--- src/rtl/tbuart_pkg.sv ---
// Shared types and constants for the tbuart 8N1 receiver.
// The optional parity stage is enabled by defining TBUART_PARITY_EN.
package tbuart_pkg;

    typedef enum logic [2:0] {
        IDLE   = 3'd0,
        START  = 3'd1,
        DATA   = 3'd2,
        PARITY = 3'd3,
        STOP   = 3'd4,
        BREAK  = 3'd5
    } state_t;

    localparam logic [7:0] ASCII_LF = 8'h0A;
    localparam int         TIMER_W  = 16;

    // Half a bit period, used to land the start-bit check mid-bit.
    function automatic logic [TIMER_W-1:0] half_bit_count(input int clksPerBit);
        return TIMER_W'(clksPerBit / 2);
    endfunction

endpackage

--- src/rtl/tbuart_sync.sv ---
// Two-flop synchronizer for an asynchronous single-bit input.
// Both flops reset to RESET_VAL so an idle-high line reads as idle.
module tbuart_sync #(
    parameter logic RESET_VAL = 1'b1
) (
    input  logic clock,
    input  logic resetb,
    input  logic din_i,
    output logic dout_o
);

    logic [1:0] stage_q;

    always_ff @(posedge clock or negedge resetb) begin
        if (!resetb) begin
            stage_q <= {2{RESET_VAL}};
        end else begin
            stage_q <= {stage_q[0], din_i};
        end
    end

    assign dout_o = stage_q[1];

endmodule

--- src/rtl/tbuart_rx.sv ---
// 8N1 UART receiver/monitor with byte strobe, line-feed strobe and char counter.
// Define TBUART_PARITY_EN to add a parity bit (PARITY_ODD selects odd parity).
module tbuart_rx
    import tbuart_pkg::*;
#(
    parameter int CLKS_PER_BIT = 347,
    parameter int CNT_W        = 16
`ifdef TBUART_PARITY_EN
    ,
    parameter bit PARITY_ODD   = 1'b0
`endif
) (
    input  logic             clock,
    input  logic             resetb,
    input  logic             ser_rx,
    output logic [7:0]       rx_data,
    output logic             rx_valid,
    output logic             frame_err,
    output logic             line_done,
    output logic             busy,
    output logic [CNT_W-1:0] char_count
);

    localparam logic [TIMER_W-1:0] FULL_BIT = TIMER_W'(CLKS_PER_BIT);
    localparam logic [TIMER_W-1:0] HALF_BIT = half_bit_count(CLKS_PER_BIT);

    logic rxS;

    tbuart_sync #(.RESET_VAL(1'b1)) u_sync (
        .clock  (clock),
        .resetb (resetb),
        .din_i  (ser_rx),
        .dout_o (rxS)
    );

    state_t             state_q;
    logic [TIMER_W-1:0] cnt_q;
    logic [2:0]         bitIdx_q;
    logic [7:0]         shift_q;
    logic [7:0]         shift_d;
    logic [7:0]         rxData_q;
    logic               rxValid_q;
    logic               frameErr_q;
    logic               lineDone_q;
    logic [CNT_W-1:0]   charCount_q;
    logic               expire;
`ifdef TBUART_PARITY_EN
    logic               parErr_q;
`endif

    // A loaded count of N expires exactly N cycles after the load.
    assign expire  = (cnt_q == TIMER_W'(1));
    assign shift_d = {rxS, shift_q[7:1]};

    always_ff @(posedge clock or negedge resetb) begin
        if (!resetb) begin
            state_q     <= IDLE;
            cnt_q       <= '0;
            bitIdx_q    <= '0;
            shift_q     <= '0;
            rxData_q    <= '0;
            rxValid_q   <= 1'b0;
            frameErr_q  <= 1'b0;
            lineDone_q  <= 1'b0;
            charCount_q <= '0;
`ifdef TBUART_PARITY_EN
            parErr_q    <= 1'b0;
`endif
        end else begin
            rxValid_q  <= 1'b0;
            frameErr_q <= 1'b0;
            lineDone_q <= 1'b0;
            if (state_q != IDLE && state_q != BREAK && !expire) begin
                cnt_q <= cnt_q - TIMER_W'(1);
            end
            case (state_q)
                IDLE: begin
                    if (!rxS) begin
                        cnt_q   <= HALF_BIT;
                        state_q <= START;
                    end
                end
                START: begin
                    if (expire) begin
                        if (rxS) begin
                            state_q <= IDLE;
                        end else begin
                            cnt_q    <= FULL_BIT;
                            bitIdx_q <= '0;
`ifdef TBUART_PARITY_EN
                            parErr_q <= 1'b0;
`endif
                            state_q  <= DATA;
                        end
                    end
                end
                DATA: begin
                    if (expire) begin
                        shift_q <= shift_d;
                        cnt_q   <= FULL_BIT;
                        if (bitIdx_q == 3'd7) begin
`ifdef TBUART_PARITY_EN
                            state_q <= PARITY;
`else
                            state_q <= STOP;
`endif
                        end else begin
                            bitIdx_q <= bitIdx_q + 3'd1;
                        end
                    end
                end
`ifdef TBUART_PARITY_EN
                PARITY: begin
                    if (expire) begin
                        parErr_q <= ((^shift_q) ^ rxS) != PARITY_ODD;
                        cnt_q    <= FULL_BIT;
                        state_q  <= STOP;
                    end
                end
`endif
                // Leave mid-stop-bit so an immediately following start edge is seen.
                STOP: begin
                    if (expire) begin
                        if (!rxS) begin
                            frameErr_q <= 1'b1;
                            state_q    <= BREAK;
`ifdef TBUART_PARITY_EN
                        end else if (parErr_q) begin
                            frameErr_q <= 1'b1;
                            state_q    <= IDLE;
`endif
                        end else begin
                            rxValid_q   <= 1'b1;
                            rxData_q    <= shift_q;
                            lineDone_q  <= (shift_q == ASCII_LF);
                            charCount_q <= charCount_q + CNT_W'(1);
                            state_q     <= IDLE;
                        end
                    end
                end
                BREAK: begin
                    if (rxS) begin
                        state_q <= IDLE;
                    end
                end
                default: begin
                    state_q <= IDLE;
                end
            endcase
        end
    end

    assign rx_data    = rxData_q;
    assign rx_valid   = rxValid_q;
    assign frame_err  = frameErr_q;
    assign line_done  = lineDone_q;
    assign char_count = charCount_q;
    assign busy       = (state_q != IDLE);

endmodule

--- config.mk ---
export PLATFORM = sky130hd
export DESIGN_NAME = tbuart_rx
export DESIGN_NICKNAME = d
export VERILOG_FILES = /design/src/rtl/tbuart_pkg.sv /design/src/rtl/tbuart_sync.sv /design/src/rtl/tbuart_rx.sv
export SDC_FILE = /design/constraint.sdc
export NUM_CORES = 1
export LEC_CHECK = 0
export ABC_AREA = 1
export CAP_MARGIN = 20
export CORE_ASPECT_RATIO = 0.6
export CORE_MARGIN = 2
export CORE_UTILIZATION = 30
export CTS_BUF_LIST = sky130_fd_sc_hd__clkbuf_2 sky130_fd_sc_hd__clkbuf_4 sky130_fd_sc_hd__clkbuf_8
export DETAILED_ROUTE_END_ITERATION = 8
export REMOVE_ABC_BUFFERS = 1
export SETUP_SLACK_MARGIN = 0.15
export SKIP_LAST_GASP = 1
export SLEW_MARGIN = 20
export SYNTH_ARGS = -nofsm -noshare
export SYNTH_HDL_FRONTEND = slang
export SYNTH_SLANG_ARGS = --single-unit
--- constraint.sdc ---
create_clock -name clock -period 2.25 [get_ports clock]
set_input_delay 0.5625 -clock clock [delete_from_list [all_inputs] [get_ports clock]]
set_output_delay 0.5625 -clock clock [all_outputs]
set_load 0.01 [all_outputs]
==> impl_metrics.py <==
metrics = {
    "yosys": {
        "synth_xor_area_frac": 0.06922,
        "synth_fa_ha_area_frac": 0.01978,
        "ys_top_cells_by_area": "dfrtp_1 (45%), nand2_1 (15%), nor2_1 (5.6%)",
        "syn-cell-area_um2": 3163,
        "synth_enable_flop_cells": 0,
        "ys.flop_type": "dfrtp_1",
        "ys_ff_latch": 59,
        "yosys-mux-area-fraction": 0,
        "synth.top_cell.area_share": 0.4509,
        "synthArstFlopShare": 1.000,
        "synth_compound_area_frac": 0.06329,
        "synth_top_family_by_area": "simple AND/OR/NAND/NOR gates",
        "yosysSeqAreaShare": 0.4676,
        "syn_area_per_cell_um2": 7.967,
        "ys_warn_count": 0,
        "synth_top_area_cell": "dfrtp_1",
        "synthSimpleGateAreaFrac": 0.3081,
        "synthCells": 397,
        "synthDistinctLibCells": 28,
    },
    "clocking": {
        "clk_pin_slew_ns": 0.07,
        "root_buffer": "clkbuf_8",
        "cts_hold_buf": 0,
        "ctsLongestPathBuffers": 2,
        "htree_levels": 3,
        "cts_tree": "done",
        "clock-sinks": 59,
        "cts_buffers": 9,
        "clk_latency_ns": 0.34,
    },
    "worst_setup_path": {
        "worstSetupStartpoint": "char_count[7]$_DFFE_PN0P_",
        "worst-r2r-setup-slack_ns": 0.48,
        "crit_buf_inv": 1,
        "crit_required_ns": 1.69,
        "reg2reg_to": "cnt_q[4]$_DFF_PN0_",
        "start_kind": "flip-flop",
        "cp_top_family": "buffers and inverters",
        "critPathKind": "flip-flop to output port",
        "crit_cells": 1,
        "r2r_cells": 11,
        "crit_chain": "clkdlybuf4s50_1",
        "critPathArrivalTime_ns": 1.42,
        "crit_path_max_fanout": 6,
        "crit_end": "char_count[7]",
        "cpMaxStageDelayCell": "clkdlybuf4s50_1",
        "rr_startpoint": "cnt_q[1]$_DFF_PN0_",
        "crit_path_end_kind": "output port",
        "cpPeakStageDelay_ns": 0.59,
    },
    "cells_and_area": {
        "drive_gt1_frac": 0.1116,
        "area_growth_pct": 19.22,
        "final_area_um2": 3771,
        "final_net_count": 442,
        "multi_input_area_um2": 1456,
        "fill_cells": 1038,
        "seqCellArea_um2": 1479,
        "num_antenna_cells": 0,
    },
    "global_routing": {
        "antenna_found_initial": 0,
        "grt_pass1_wl_mm": 12.45,
        "grt_pass1_vias": 2503,
        "gr-total-overflow": 0,
        "grt_max_degree": 40,
        "track_usage": 0.1389,
    },
    "sta": {
        "setup_viol": 0,
        "clock.fmax_mhz": 504.7,
        "fin_tns_setup_ns": 0,
        "maxSlewHeadroom": 0.6691,
        "period_needed_ns": 1.981,
        "rsz0062_at_grt": "false",
        "drv_slew": 0,
        "worst_pin_slew_ns": 0.4964,
        "finalHoldViolations": 0,
        "finClkSkew_ns": 0.01308,
        "period_share": 0.8806,
    },
    "power_and_ir_drop": {
        "p_per_area_nw_per_um2": 521.1,
        "p_leak_nw": 1.815,
        "clkPwrFrac": 0.441,
        "internal_power_mw": 1.523,
        "p_sw_mw": 0.4423,
        "p_comb_frac": 0.016,
        "swShare": 0.2251,
        "ir_worst_vdd_mv": 0.3026,
        "seq_power_share": 0.543,
    },
    "floorplan": {
        "rows": 28,
        "dieArea_um2": 11410,
        "start_util": 0.3146,
        "io_pins": 31,
        "die_w_um": 136.6,
        "dieHeight_um": 83.54,
        "coreArea_um2": 10050,
    },
    "drt": {
        "ant_nets": 0,
        "drt_iter0_drc": 163,
        "routedWlPerCell_um": 12.51,
        "via_per_inst": 4.451,
        "vias": 2555,
        "first_pass_iters": 4,
        "drc": 0,
        "wl_mm": 7.182,
    },
    "hold_path": {
        "min_path_type": "primary input to asynchronous set/reset pin",
    },
    "status": {
        "status": "complete, no violations",
    },
    "flow_run": {
        "maxCapViolCount": 0,
    },
    "placement": {
        "io_buffers": 30,
        "globalplace.congestion": 0.8868,
        "place_area_um2": 3586,
        "dp_hpwl_mm": 5.399,
    },
}
cells in the final DEF, fill, tap and decap left out, drive strengths merged:
cell type	count
nand2	130
dfrtp	57
nor2	57
inv	41
o21ai	35
clkdlybuf4s50	28
nand3	18
xor2	13
xnor2	12
clkbuf	12
nor3	7
nand4	5
ha	5
buf	4
nand3b	3
clkinv	3
o211ai	2
a21oi	2
dfstp	2
nor4	1
clkinvlp	1
dlygate4sd2	1
what timing repair did:
item / CTS / global route
buffers inserted: 1 / 0
setup endpoints to repair: 1 / 0
gates resized for setup: 1 / 0
how the worst min path moves through the flow:
stage / cells past startpoint / slack [ns] / endpoint / startpoint
final: 1 / 0.18 / cnt_q[6]$_DFF_PN0_ / resetb
after global routing: 1 / 0.19 / cnt_q[6]$_DFF_PN0_ / resetb
after floorplan: 0 / 0.27 / bitIdx_q[0]$_DFFE_PN0P_ / resetb
after detailed placement: 0 / 0.35 / u_sync.stage_q[1]$_DFF_PN1_ / u_sync.stage_q[0]$_DFF_PN1_
after CTS: 1 / 0.18 / cnt_q[6]$_DFF_PN0_ / resetb
after global placement: 0 / 0.35 / u_sync.stage_q[1]$_DFF_PN1_ / u_sync.stage_q[0]$_DFF_PN1_
sequential cells by signal (all words and copies together), names as in the netlist:
register	count
bitIdx_q	3
char_count	16
cnt_q	16
frame_err	1
line_done	1
rx_data	8
rx_valid	1
shift_q	8
state_q	3
u_sync.stage_q	2
per-stage QoR:
step / utilization / worst slack [ns] / cells / power [mW] / hold slack [ns]
after floorplan: - / 0.4074 / 390 / 1.089 / 0.2669
after global placement: 0.3566 / 0.5375 / 557 / 1.120 / 0.3476
after detailed placement: 0.3566 / 0.4892 / 557 / 1.121 / 0.3513
after CTS: 0.3751 / 0.2523 / 574 / 2.013 / 0.1806
after global routing: 0.3751 / 0.2224 / 574 / 2.059 / 0.1945
final: 0.3751 / 0.2687 / 574 / 1.965 / 0.1794
synthesized netlist by cell type, types with 7 or more instances:
cell	instances
nand3_1	16
xnor2_1	12
o21ai_0	24
o21ai_1	11
xor2_1	13
dfrtp_1	57
nor2_2	7
nand2_1	123
nor2_1	47
inv_1	35
power groups by stage:
stage          clock network, mW  registers (mW)  logic (mW)
2_1_floorplan                  0            1.09     0.00412
3_3_place_gp                   0            1.09      0.0337
3_5_place_dp                   0            1.09      0.0346
4_1_cts                    0.912            1.07      0.0345
5_1_grt                    0.956            1.07      0.0372
6_report                   0.867            1.07      0.0316
routing by layer:
metal	vias up	share of wire	GRT usage
met4	0	0.011	0.04830
met2	47	0.41	0.1923
met3	6	0.043	0.03704
met5	-	0	0
li1	1317	-	-
met1	1185	0.54	0.2055
layout make-up:
| class | instances | share of cell area |
|---|---|---|
| Inverter | 41 | 0.04214 |
| Tap cell | 135 | 0.04479 |
| Sequential cell | 59 | 0.3922 |
| Clock inverter | 4 | 0.006967 |
| Multi-Input combinational cell | 290 | 0.3862 |
| Clock buffer | 12 | 0.04048 |
| Timing Repair Buffer | 33 | 0.08726 |
cell families (layout without fill, tap and decap cells):
logic type / count (synthesis) / after routing
AO/OA/AOI/OAI: 39 / 39
XOR/XNOR: 25 / 25
adder cells (fa/ha/maj): 5 / 5
buffers and inverters: 48 / 90
flip-flops: 59 / 59
AND/OR/NAND/NOR: 221 / 221
No activity file was read; power rests on OpenSTA's default activity.
